<file path="config.mk">
export PLATFORM = sky130hd
export DESIGN_NAME = cipo_combined_phase_selector
export DESIGN_NICKNAME = d
export VERILOG_FILES = /design/src/rtl/cipo_combined_phase_selector.sv
export SDC_FILE = /design/constraint.sdc
export NUM_CORES = 1
export LEC_CHECK = 0
export ABC_AREA = 1
export CORE_MARGIN = 2
export CORE_UTILIZATION = 35
export DETAILED_ROUTE_END_ITERATION = 8
export GPL_TIMING_DRIVEN = 1
export PLACE_DENSITY = 0.69
export SLEW_MARGIN = 25
export SYNTH_ARGS = -nofsm -noshare
export SYNTH_HDL_FRONTEND = slang
export SYNTH_SLANG_ARGS = --single-unit
</file>
<file path="constraint.sdc">
create_clock -name clk -period 0.8 [get_ports clk]
set_input_delay 0.08 -clock clk [delete_from_list [all_inputs] [get_ports clk]]
set_output_delay 0.08 -clock clk [all_outputs]
set_load 0.005 [all_outputs]
</file>
<file path="src/rtl/cipo_combined_phase_selector.sv">
// -----------------------------------------------------------------------------
// cipo_combined_phase_selector
//
// Recovers the two 16-bit DDR words carried on one CIPO line from its 4x
// oversampled capture window. A programmable phase offset compensates for
// headstage cable delay. The output is registered, so it appears one clock
// after the inputs.
//
// Ports:
//   clk           system clock, rising-edge active
//   rstn          asynchronous active-low reset, clears CIPO
//   phase_select  cable-delay phase in oversample ticks (12..15 saturate to 11)
//   CIPO4x        oversampled CIPO; bit n = sample n ticks after first SCLK rise
//   CIPO          {B, A}: A = rising-edge word, B = falling-edge word, MSB first
// -----------------------------------------------------------------------------
module cipo_combined_phase_selector (
  input  logic        clk,
  input  logic        rstn,
  input  logic [3:0]  phase_select,
  input  logic [73:0] CIPO4x,
  output logic [31:0] CIPO
);

  logic [3:0]  pe;
  logic [6:0]  idx_a;
  logic [6:0]  idx_b;
  logic [31:0] cipo_d;
  logic [31:0] cipo_q;

  // Saturating the phase at 11 keeps the highest sampled index at 60+11+2 = 73.
  // Only the selected bits reach cipo_d, so X on unused samples cannot leak.
  always_comb begin
    pe     = (phase_select > 4'd11) ? 4'd11 : phase_select;
    cipo_d = '0;
    idx_a  = '0;
    idx_b  = '0;
    for (int unsigned k = 0; k < 16; k++) begin
      idx_a = 7'(4 * k) + 7'(pe);
      idx_b = idx_a + 7'd2;
      cipo_d[5'(15 - k)] = CIPO4x[idx_a];
      cipo_d[5'(31 - k)] = CIPO4x[idx_b];
    end
  end

  always_ff @(posedge clk or negedge rstn) begin
    if (!rstn) begin
      cipo_q <= '0;
    end else begin
      cipo_q <= cipo_d;
    end
  end

  assign CIPO = cipo_q;

endmodule

</file>
---- Word level (Yosys, flattened, before mapping) ----
Cells that the tools add are included.
cells by class
  magnitude comparators ................... 33
  add/subtract/negate cells ............... 31
  mux-type cells .......................... 65
operator list
  operator               count
  $bmux W1 S7            31
  $lt A7 B8 Y1 const B   20
  $add A6 B4 Y7 const A  8
  $add A7 B2 Y7 const B  8
  $lt A6 B8 Y1 const B   7
  $lt A5 B8 Y1 const B   4
  $mux W1                32
  $add A6 B2 Y7 const B  4
  $add A5 B4 Y6 const A  4
  $add A5 B2 Y6 const B  3
  $add A4 B4 Y5 const A  2
  $lt A4 B8 Y1 const B   1
  $add A3 B4 Y5 const A  1
  $add A4 B2 Y5 const B  1
  $bmux W1 S4            1
  $gt A4 B4 Y1 const B   1
  $mux W4                1
word-level totals
  logic and storage cells ................. 130
  output and inout port bits .............. 32
  register bits after elaboration ......... 32

---- Longest topological paths before layout ----
  depth in word-level cells ............... 6
  gate-level depth with buffers ........... 13
  depth with buffers taken out ............ 11

---- Least setup slack after synthesis ----
OpenSTA, ideal clock, no wires.
  kind .................................... input-to-reg
  start point ............................. in phase_select[3]
  end point ............................... reg cipo_q[16], in the netlist CIPO[16]
  stages .................................. 12
  setup time .............................. 66 ps
  setup slack ............................. -1256 ps
  arrival ................................. 1990 ps
  cells stage by stage .................... clkbuf_1 -> nor2_1 -> clkbuf_1 -> ha_1 -> clkinv_1 -> clkbuf_1 -> nand3_1 -> nand3_1 -> nand2_1 -> a21oi_1 -> nand2_1 -> nand2_1
between the ends
  word-level cells in the longest chain between the ends .. 6
ends and longest elaborated chain
  what                               RTL line  source
  from (decl)                        19        input logic [3:0] phase_select,
  $gt A4 B4 Y1                       33        pe = (phase_select > 4'd11) ? 4'd11 : phase_select;
  $mux W4 (*)                        33
  $add A6 B4 Y7 (*)                  38        idx_a = 7'(4 * k) + 7'(pe);
  $add A7 B2 Y7 (*)                  39        idx_b = idx_a + 7'd2;
  $bmux W1 S7 (*)                    41        cipo_d[5'(31 - k)] = CIPO4x[idx_b];
  $mux W1 (implied by the code) (*)  41
  named net cipo_d[16]               27        logic [31:0] cipo_d;
  to (signal assigned)               49        cipo_q <= cipo_d;
  to (decl)                          28        logic [31:0] cipo_q;
The timed path passes the listed nets; every way through them passes the cells marked *. The select of a mux whose other input is x is not followed.

---- Worst setup path in the final report ----
  start point ............................. in phase_select[1]
  end point ............................... reg cipo_q[17], in the netlist CIPO[17]
The elaborated chain is that of the path after synthesis.

==> metrics.txt <==
outcome finished, violations left; failing checks negative setup slack; vias 4,584; width of the die 93.8 um; Reg clk slew, reported paths 0.07 ns; M1 WL 6.10 mm; RSZ-0062 raised after global routing yes; Worst VDD drop 0.700 mV; CP endpoint kind flip-flop; GPL Wtd Cong 1.00; met3 wire length 1.51 mm; slew margin rel. 75.9%; All-Layer GR Usage 33.0%; CP most frequent cell buf_4; grt ovf 0; hold crit path type in -> async; maximum clock frequency 704 MHz; Hold Violations, Final 0; top sig layer met4; Post-Syn Nets 534; Cells after Synth 448; Syn Area/Cell 6.31 sq um; number of synthesized flops with an enable pin 0; yosys warns 0; drt pass-1 iters 6; hold_ws 0.157 ns; DRC viols 0; Core ar. 7770 sq um; Top FF cell, synth dfrtp_1; dpl hpwl 10.0 mm; Max Cap Viol 0; Area growth syn-to-layout 122%; Startpoint Class primary input; Cell Area, Synth 2830 sq um; CTS max path bufs 2; count leader, synth nand3_1; diode count 0; Final Net Count 744; Synth area leader dfrtp_1; power per standard cell area 1310 nW/um^2; worst-path cell with the longest stage delay o21ai_1; Logic pwr share 61.7%; Finish-stage setup viols 64; WL met2 7.46 mm; share of cells above drive strength 1 53.8%; Final Power 8.22 mW; Worst path max stage delay 0.18 ns; Fillers 455; Clock Power Share 14.5%; Leakage 2.82 nW; Slew Viols, Final 0; sw frac 41.2%; crit share post-route 177%; Worst Max-Slew Pin Slew 0.360 ns; synth unique cells 31; WL/cell 21.4 um; DR iter-0 viols 420; Area contributors post-synth dfrtp_1, nand3_1, nand2_1; worst path cell trace buf_8, clkinvlp_4, buf_4, buf_4, buf_4, buf_4, buf_4, o21ai_1, inv_1, nor2_2, o2111ai_2, nand2_1; starting density of the core 36.4%; pre-CTS setup slack -1.57 ns; Max FO, Critical Path 4; die area 8810 sq um; initial antenna violation count 0; Synth async-reset ratio 100%; vias in the first global route 4,297; Int Pwr 4.83 mW; Psw 3.39 mW; sequential share of power 23.8%; die height 93.8 um; num ports 112; synthesis-stage register bit count 32; row cnt 32; cts hold-fix bufs 0; Yosys top cell area share 28.3%; Num CTS Buffers 5; number of H-tree levels 2; crit path time final 1.42 ns; top cells by count, synth nand3_1, nand2_1, dfrtp_1, inv_1, o21ai_0; register area 801 sq um; Total Wirelength 16.2 mm; multi-input logic area 2970 sq um; CP arrival 1.65 ns; Seq/Total Area, Yosys 28.3%; CTS root buf clkbuf_8; max FFs per register 32; first-pass GRT wire length 22.2 mm; final worst slack -0.620 ns; post-route ant nets 0; fin util 80.9%; CTS tree built; Via density 6.03; PortBufs 111; largest net degree at the start of global routing 33; Crit path required time 1.03 ns; Setup Crit Path Kind in -> reg; CTS sink cnt 32
==> cell usage in the layout, fill, tap and decap left out, types with 9 or more instances in the layout <==
cell type	count
buf_6	19
nand3_1	55
buf_12	9
clkdlybuf4s50_1	75
inv_1	18
nand2_2	37
buf_4	76
dfrtp_1	32
nand3_4	32
buf_2	33
nand2_1	84
nand3_2	61
==> how the worst max path moves through the flow <==
stage	from	end	slack (ns)
global route	phase_select[1]	CIPO[17]	-0.66
global placement	phase_select[1]	CIPO[16]	-1.57
detailed placement	phase_select[1]	CIPO[16]	-1.57
finish	phase_select[1]	CIPO[17]	-0.62
CTS	phase_select[1]	CIPO[16]	-0.56
floorplan	phase_select[1]	CIPO[17]	-0.72
==> per-layer routing <==
metal,vias to the layer above,GRT usage [%]
met2,377,53.7
li1,1978,-
met3,99,6.98
met5,-,0
met1,2130,41.1
met4,0,16.9
==> timing repair <==
action | 4_1_cts | 5_1_grt
endpoints found under the hold margin | 0 | 0
gates resized for setup | 337 | 93
buffers inserted | 26 | 7
setup endpoints to repair | 64 | 64
cloned | 10 | 1
pin swaps | 29 | 33
==> critical path: cells and delay by family <==
kind                   cells  cell delay [ns]
buffers and inverters      8             0.99
AOI/OAI and AO/OA          2             0.34
and+or+nand+nor            2             0.25
==> cells by family after synthesis <==
logic type                 Yosys count  synth area share (%)
AOI/OAI and AO/OA                   56                  12.0
xor gates and xnor gates             1                 0.310
adders and majority gates            6                  2.66
buffers and inverters               54                  8.46
DFF                                 32                  28.3
and+or+nand+nor                    299                  48.2
==> final cells by class <==
cell class	instances	area share, %
Clock inverter	1	0.0796
Inverter	30	2.33
Sequential cell	32	12.7
Tap cell	102	2.03
Timing Repair inverter	2	0.239
Multi-Input combinational cell	363	47.3
Clock buffer	6	1.15
Timing Repair Buffer	224	34.1
==> per-stage QoR <==
step | cells | area (sq um) | setup TNS (ns)
after floorplan | 448 | 3040 | -14.16
after global placement | 713 | 4680 | -42.48
after detailed placement | 713 | 4680 | -42.58
after CTS | 752 | 5740 | -13.80
after global routing | 760 | 6280 | -18.50
final | 760 | 6280 | -16.37
==> power by group through the flow <==
stage	clock, mW	sequential (mW)	combinational (mW)
3_5_place_dp	0	2.00	3.55
5_1_grt	1.30	1.98	5.33
6_report	1.19	1.96	5.07
2_1_floorplan	0	2.04	1.64
3_3_place_gp	0	1.99	3.52
4_1_cts	1.21	1.96	4.22
No activity file was read; power rests on OpenSTA's default activity.
==> edit 1 (config.mk and constraints unchanged) <==
Reset style: synchronous (`rstn`), changed in one clocked block. Comments in the files are not updated.
--- a/src/rtl/cipo_combined_phase_selector.sv
+++ b/src/rtl/cipo_combined_phase_selector.sv
@@ -43,5 +43,5 @@
   end
 
-  always_ff @(posedge clk or negedge rstn) begin
+  always_ff @(posedge clk) begin
     if (!rstn) begin
       cipo_q <= '0;
Formal check against the unedited RTL: differs if rstn is asserted again (counterexample within 4 cycles, from zero or initial values and one cycle with rstn low); with rstn held inactive, the same outputs for 4 cycles.
==> edit 1 against the original RTL <==
- largest cell class unchanged
- critical path depth did not move
- final cell count is 4.5% higher
- combinational power is 9.5% lower
- core utilization down 5.8 points
- the flow still finishes with violations (negative setup slack)
- total power decreased by 6.6%
- design area fell by 3.3%
- critical endpoint is now CIPO[17]$_SDFF_PN0_
- area after synthesis grew 2.4%
- sequential cell count did not move
- wire length fell by 10%
- global-route usage shrank 3.3 points
- worst setup slack gained 0.039 ns
- via count down 1.6%
==> edit 1: results (changes against the original RTL) <==
[metrics] share of the core filled with cells: 0.751 (-0.0585)
[metrics] first-pass GRT wire length: 20600 um (-7.4%)
[metrics] area used by multi-input combinational logic: 2880 um^2 (-3.2%)
[metrics] switching pwr: 3010 uW (-11%)
[metrics] Non-clk bufs: 229 (+2.2%)
[metrics] Post-Syn Nets: 564 (+5.6%)
[metrics] number of global-route vias before repair: 4173 (-2.9%)
[metrics] HPWL after detailed placement: 10300 um (+3.1%)
[metrics] first-pass iteration count of the detailed router: 5 (-1)
[metrics] placed cell count: 756 (+6.0%)
[metrics] Layout clock buffers: 8 (+2)
[metrics] number of failing setup endpoints in the final timing report: 32 (-50%)
[metrics] switch share: 0.392 (-0.0208)
[metrics] vias after detailed routing: 4509 (-1.6%)
[metrics] sequential fraction of the synthesis area: 0.221 (-0.0620)
[metrics] failing checks: negative setup slack
[metrics] ratio of cells with drive above 1 in the final layout: 0.502 (-0.0358)
[metrics] async set or reset register ratio after synthesis: 0 (-1.00)
[metrics] post-route setup slack: -0.581 ns (+0.0388 ns)
[metrics] logic gate share of total power: 0.597 (-0.020)
[metrics] Iteration-0 DRC Markers: 302 (-28%)
[metrics] top flip-flop cell by instance count after synthesis: sky130_fd_sc_hd__dfxtp_1
[metrics] status: complete, but fails checks
[metrics] Data buffer area share: 0.351 (+0.00996)
[metrics] pre-CTS worst setup slack: -1.46 ns (+0.112 ns)
[metrics] sum of negative setup slack: -14.20 ns (+2.17 ns)
[metrics] average routed wire per standard cell: 18.3 um (-14%)
[metrics] Arrival @ worst endpoint: 1.60 ns (-0.05 ns)
[metrics] overall routing resource usage: 0.297 (-0.0335)
[metrics] Hold Path Class: input pin to flip-flop
[metrics] most numerous cell types in the synthesized netlist: sky130_fd_sc_hd__nand3_1 (158), sky130_fd_sc_hd__nand2_1 (101), sky130_fd_sc_hd__inv_1 (34), sky130_fd_sc_hd__dfxtp_1 (32), sky130_fd_sc_hd__o21ai_0 (21)
[metrics] static power due to leakage: 0.00279 uW (-1.1%)
[metrics] fraction of area in registers: 0.107 (-0.0207)
[metrics] Slew headroom: 0.749 (-0.0101)
[metrics] count of non-CTS inverters in the layout: 41 (+28%)
[metrics] Post-Syn Area per Cell: 6.05 um^2 (-4.0%)
[metrics] number of vias per cell after detailed routing: 5.68 (-5.8%)
[metrics] Placed Area: 4880 um^2 (+4.3%)
[metrics] nets: 774 (+4.0%)
[metrics] Worst VDD drop: 530 uV (-24%)
[metrics] weighted congestion reported at the end of routability-driven placement: 1.00 (-0.42%)
[metrics] count of cell types in the netlist: 35 (+13%)
[edit 1: changes by cell type after synthesis, moves of 9 or more]
| cell | delta |
|---|---|
| sky130_fd_sc_hd__dfrtp_1 | -32 |
| sky130_fd_sc_hd__nand3_1 | +10 |
| sky130_fd_sc_hd__dfxtp_1 | +32 |
| sky130_fd_sc_hd__inv_1 | +9 |
| sky130_fd_sc_hd__nand3_2 | +9 |
| sky130_fd_sc_hd__nand2_1 | -24 |
[edit 1: worst paths after layout]
check	start	to	slack, ns	cells after the start
worst max-delay path	phase_select[2]	CIPO[17]$_SDFF_PN0_	-0.58	12
worst min-delay path	phase_select[3]	CIPO[12]$_SDFF_PN0_	0.30	4
[edit 1: cell families after synthesis]
family,share of synthesized area
simple gates,0.510
compound gates,0.132
buf+inv,0.108
flops,0.221
fa+ha+maj,0.0260
xor+xnor,0.00303
[edit 1: metal layers]
metal	wire (um)	global-route usage	share of wire
met2	7130	0.523	0.49
met4	571	0.124	0.039
met5	0	0	0
met3	1220	0.0439	0.084
met1	5640	0.358	0.39
[edit 1: worst max-delay path, stage by stage]
cell and delay [ns]:
sky130_fd_sc_hd__buf_12 0.12, sky130_fd_sc_hd__nand2_8 0.10, sky130_fd_sc_hd__nand2_8 0.08, sky130_fd_sc_hd__ha_4 0.40, sky130_fd_sc_hd__buf_8 0.17, sky130_fd_sc_hd__buf_6 0.11, sky130_fd_sc_hd__nand3_4 0.10, sky130_fd_sc_hd__nand3_4 0.12
sky130_fd_sc_hd__nand3_4 0.07, sky130_fd_sc_hd__nand3_2 0.06, sky130_fd_sc_hd__nand2_1 0.06, sky130_fd_sc_hd__a21oi_2 0.12
[edit 1: timing repair]
item,CTS,global route
resized for setup,226,139
hold buffers,0,0
gates cloned,1,4
setup buffers,11,15
pin swaps,25,53
endpoints found under the setup margin,64,41
==> edit 2 (same settings) <==
Made on the original files. Register the output `CIPO` once more, without a reset; this adds one clock of latency there.
--- a/src/rtl/cipo_combined_phase_selector.sv
+++ b/src/rtl/cipo_combined_phase_selector.sv
@@ -51,5 +51,7 @@
   end
 
-  assign CIPO = cipo_q;
+  always_ff @(posedge clk) begin
+    CIPO <= cipo_q;
+  end
 
 endmodule
Check against the original RTL: not equivalent (Yosys sat finds a counterexample within 4 cycles, from zero or initial values and one cycle with rstn low).
==> edit 2 against the original RTL <==
- the run still ends with negative setup slack left
- synthesized cell count is 7.1% higher
- core utilization decreased by 6.3 points
- worst setup slack improved by 0.051 ns
- sequential cell count up 32
- design area increased by 15%
- total power rose by 47%
- area after synthesis increased by 23%
- wire length increased by 5.6%
- critical endpoint is now cipo_q[17]$_DFF_PN0_
- largest power group unchanged
==> edit 2: results (changes against the original RTL) <==
[metrics] CTS Buffer Depth: 2 (unchanged)
[metrics] placed cell count: 776 (+8.8%)
[metrics] first-pass GRT wire length: 22800 um (+2.7%)
[metrics] biggest area contributors in the synthesized netlist: sky130_fd_sc_hd__dfrtp_1 (23%), sky130_fd_sc_hd__nand3_1 (21%), sky130_fd_sc_hd__dfxtp_1 (18%)
[metrics] final worst clock skew: 0.00957 ns
[metrics] static power due to leakage: 0.00321 uW (+14%)
[metrics] fraction of post-synthesis cell area in the top cell type by area: 0.231 (-0.0526)
[metrics] count of cell types in the netlist: 33 (+6.5%)
[metrics] Iteration-0 DRC Markers: 355 (-15%)
[metrics] Placed Area: 5350 um^2 (+14%)
[metrics] average routed wire per standard cell: 20.9 um (-2.0%)
[metrics] Slew headroom: 0.770 (+0.0110)
[metrics] area used by multi-input combinational logic: 3120 um^2 (+4.9%)
[metrics] Arrival @ worst endpoint: 1.59 ns (-0.06 ns)
[metrics] post-route setup slack: -0.569 ns (+0.0505 ns)
[metrics] most numerous cell types in the synthesized netlist: sky130_fd_sc_hd__nand3_1 (148), sky130_fd_sc_hd__nand2_1 (125), sky130_fd_sc_hd__dfrtp_1 (32), sky130_fd_sc_hd__dfxtp_1 (32), sky130_fd_sc_hd__inv_1 (25)
[metrics] number of vias per cell after detailed routing: 5.80 (-3.9%)
[metrics] clock buffers created by TritonCTS: 9 (+4)
[metrics] met3 Resource Use GR: 0.0529 (-0.0170)
[metrics] number of failing setup endpoints in the final timing report: 64 (unchanged)
[metrics] met1 track utilization from global routing: 0.331 (-0.0805)
[metrics] sequential fraction of the synthesis area: 0.415 (+0.132)
[metrics] fillcell total: 625 (+37%)
[metrics] sum of negative setup slack: -13.13 ns (+3.24 ns)
[metrics] synthesized instance count: 480 (+7.1%)
[metrics] Worst VDD drop: 928 uV (+33%)
[metrics] failing checks: negative setup slack
[metrics] FF+latch count, synth: 64 (+100%)
[metrics] highest net fanout along the worst path: 8 (+4)
[metrics] pre-CTS worst setup slack: -1.49 ns (+0.0760 ns)
[metrics] Post-Syn Nets: 566 (+6.0%)
[metrics] fin cells: 819 (+7.8%)
[metrics] largest registers: CIPO: 32 flops, cipo_q: 32 flops
[metrics] top flip-flop cell by instance count after synthesis: sky130_fd_sc_hd__dfxtp_1
[metrics] nets: 767 (+3.1%)
[metrics] HPWL after detailed placement: 10500 um (+4.9%)
[metrics] status: complete, but fails checks
[metrics] H-tree level count: 3 (+1)
[metrics] async set or reset register ratio after synthesis: 0.500 (-0.500)
[metrics] ratio of cells with drive above 1 in the final layout: 0.557 (+0.0189)
[metrics] number of global-route vias before repair: 4440 (+3.3%)
[metrics] met2 Resource Use GR: 0.455 (-0.0823)
[metrics] overall routing resource usage: 0.271 (-0.0596)
[edit 2: cell count changes after synthesis]
cell,before,now
sky130_fd_sc_hd__clkbuf_1,8,7
sky130_fd_sc_hd__dfxtp_1,0,32
sky130_fd_sc_hd__buf_1,1,2
sky130_fd_sc_hd__buf_8,0,1
sky130_fd_sc_hd__buf_6,2,1
[edit 2: repair_timing]
action,4_1_cts,5_1_grt
endpoints found under the hold margin,0,0
gates cloned,4,3
buffers inserted,14,9
pin swaps,36,49
gates resized for setup,325,170
endpoints found under the setup margin,64,64
[edit 2: power breakdown]
group	internal (uW)	switching, uW	leakage (uW)
sequential	3800	138	0.000648
combinational	2350	2760	0.00245
clock	1920	1150	0.000114
total	8070	4050	0.00321
[edit 2: cell type report]
type | count | share of cell area
Clock buffer | 13 | 0.0220
Inverter | 30 | 0.0216
Multi-Input combinational cell | 362 | 0.431
Sequential cell | 64 | 0.200
Timing Repair inverter | 1 | 0.00225
Clock inverter | 3 | 0.00900
Timing Repair Buffer | 213 | 0.290
Tap cell | 133 | 0.0230
[edit 2: worst max-delay path, cell delays in order]
cell                        delay (ns)
sky130_fd_sc_hd__buf_12           0.12
sky130_fd_sc_hd__nand2_8          0.09
sky130_fd_sc_hd__buf_12           0.12
sky130_fd_sc_hd__nand2_8          0.10
sky130_fd_sc_hd__buf_12           0.18
sky130_fd_sc_hd__buf_4            0.12
sky130_fd_sc_hd__or2_2            0.30
sky130_fd_sc_hd__nand3_1          0.12
sky130_fd_sc_hd__o21ai_0          0.14
sky130_fd_sc_hd__o2111ai_2        0.12
sky130_fd_sc_hd__nand2_1          0.09
[edit 2: final timing paths]
path                                 startpoint              endpoint  slack, ns  cells past startpoint
max                             phase_select[2]  cipo_q[17]$_DFF_PN0_      -0.57                     11
min                                        rstn  cipo_q[10]$_DFF_PN0_       0.10                      2
max reg2reg                 cipo_q[9]$_DFF_PN0_       CIPO[9]$_DFF_P_       0.31                      0
min reg2reg                cipo_q[22]$_DFF_PN0_      CIPO[22]$_DFF_P_       0.34                      0
max in group asynchronous                  rstn  cipo_q[18]$_DFF_PN0_       0.52                      2
min in group clk                phase_select[3]   cipo_q[5]$_DFF_PN0_       0.16                      3
[edit 2: cells by family after synthesis]
logic type / count (synthesis) / synth area share
AOI/OAI and AO/OA: 56 / 0.0977
xor gates and xnor gates: 1 / 0.00252
adders and majority gates: 6 / 0.0216
buffers and inverters: 54 / 0.0700
DFF: 64 / 0.415
and+or+nand+nor: 299 / 0.393
[edit 2: per-layer routing]
metal | share of wire | vias to the layer above
li1 | - | 2068
met1 | 0.36 | 2252
met2 | 0.49 | 331
met3 | 0.085 | 98
met4 | 0.063 | 0
met5 | 0 | -
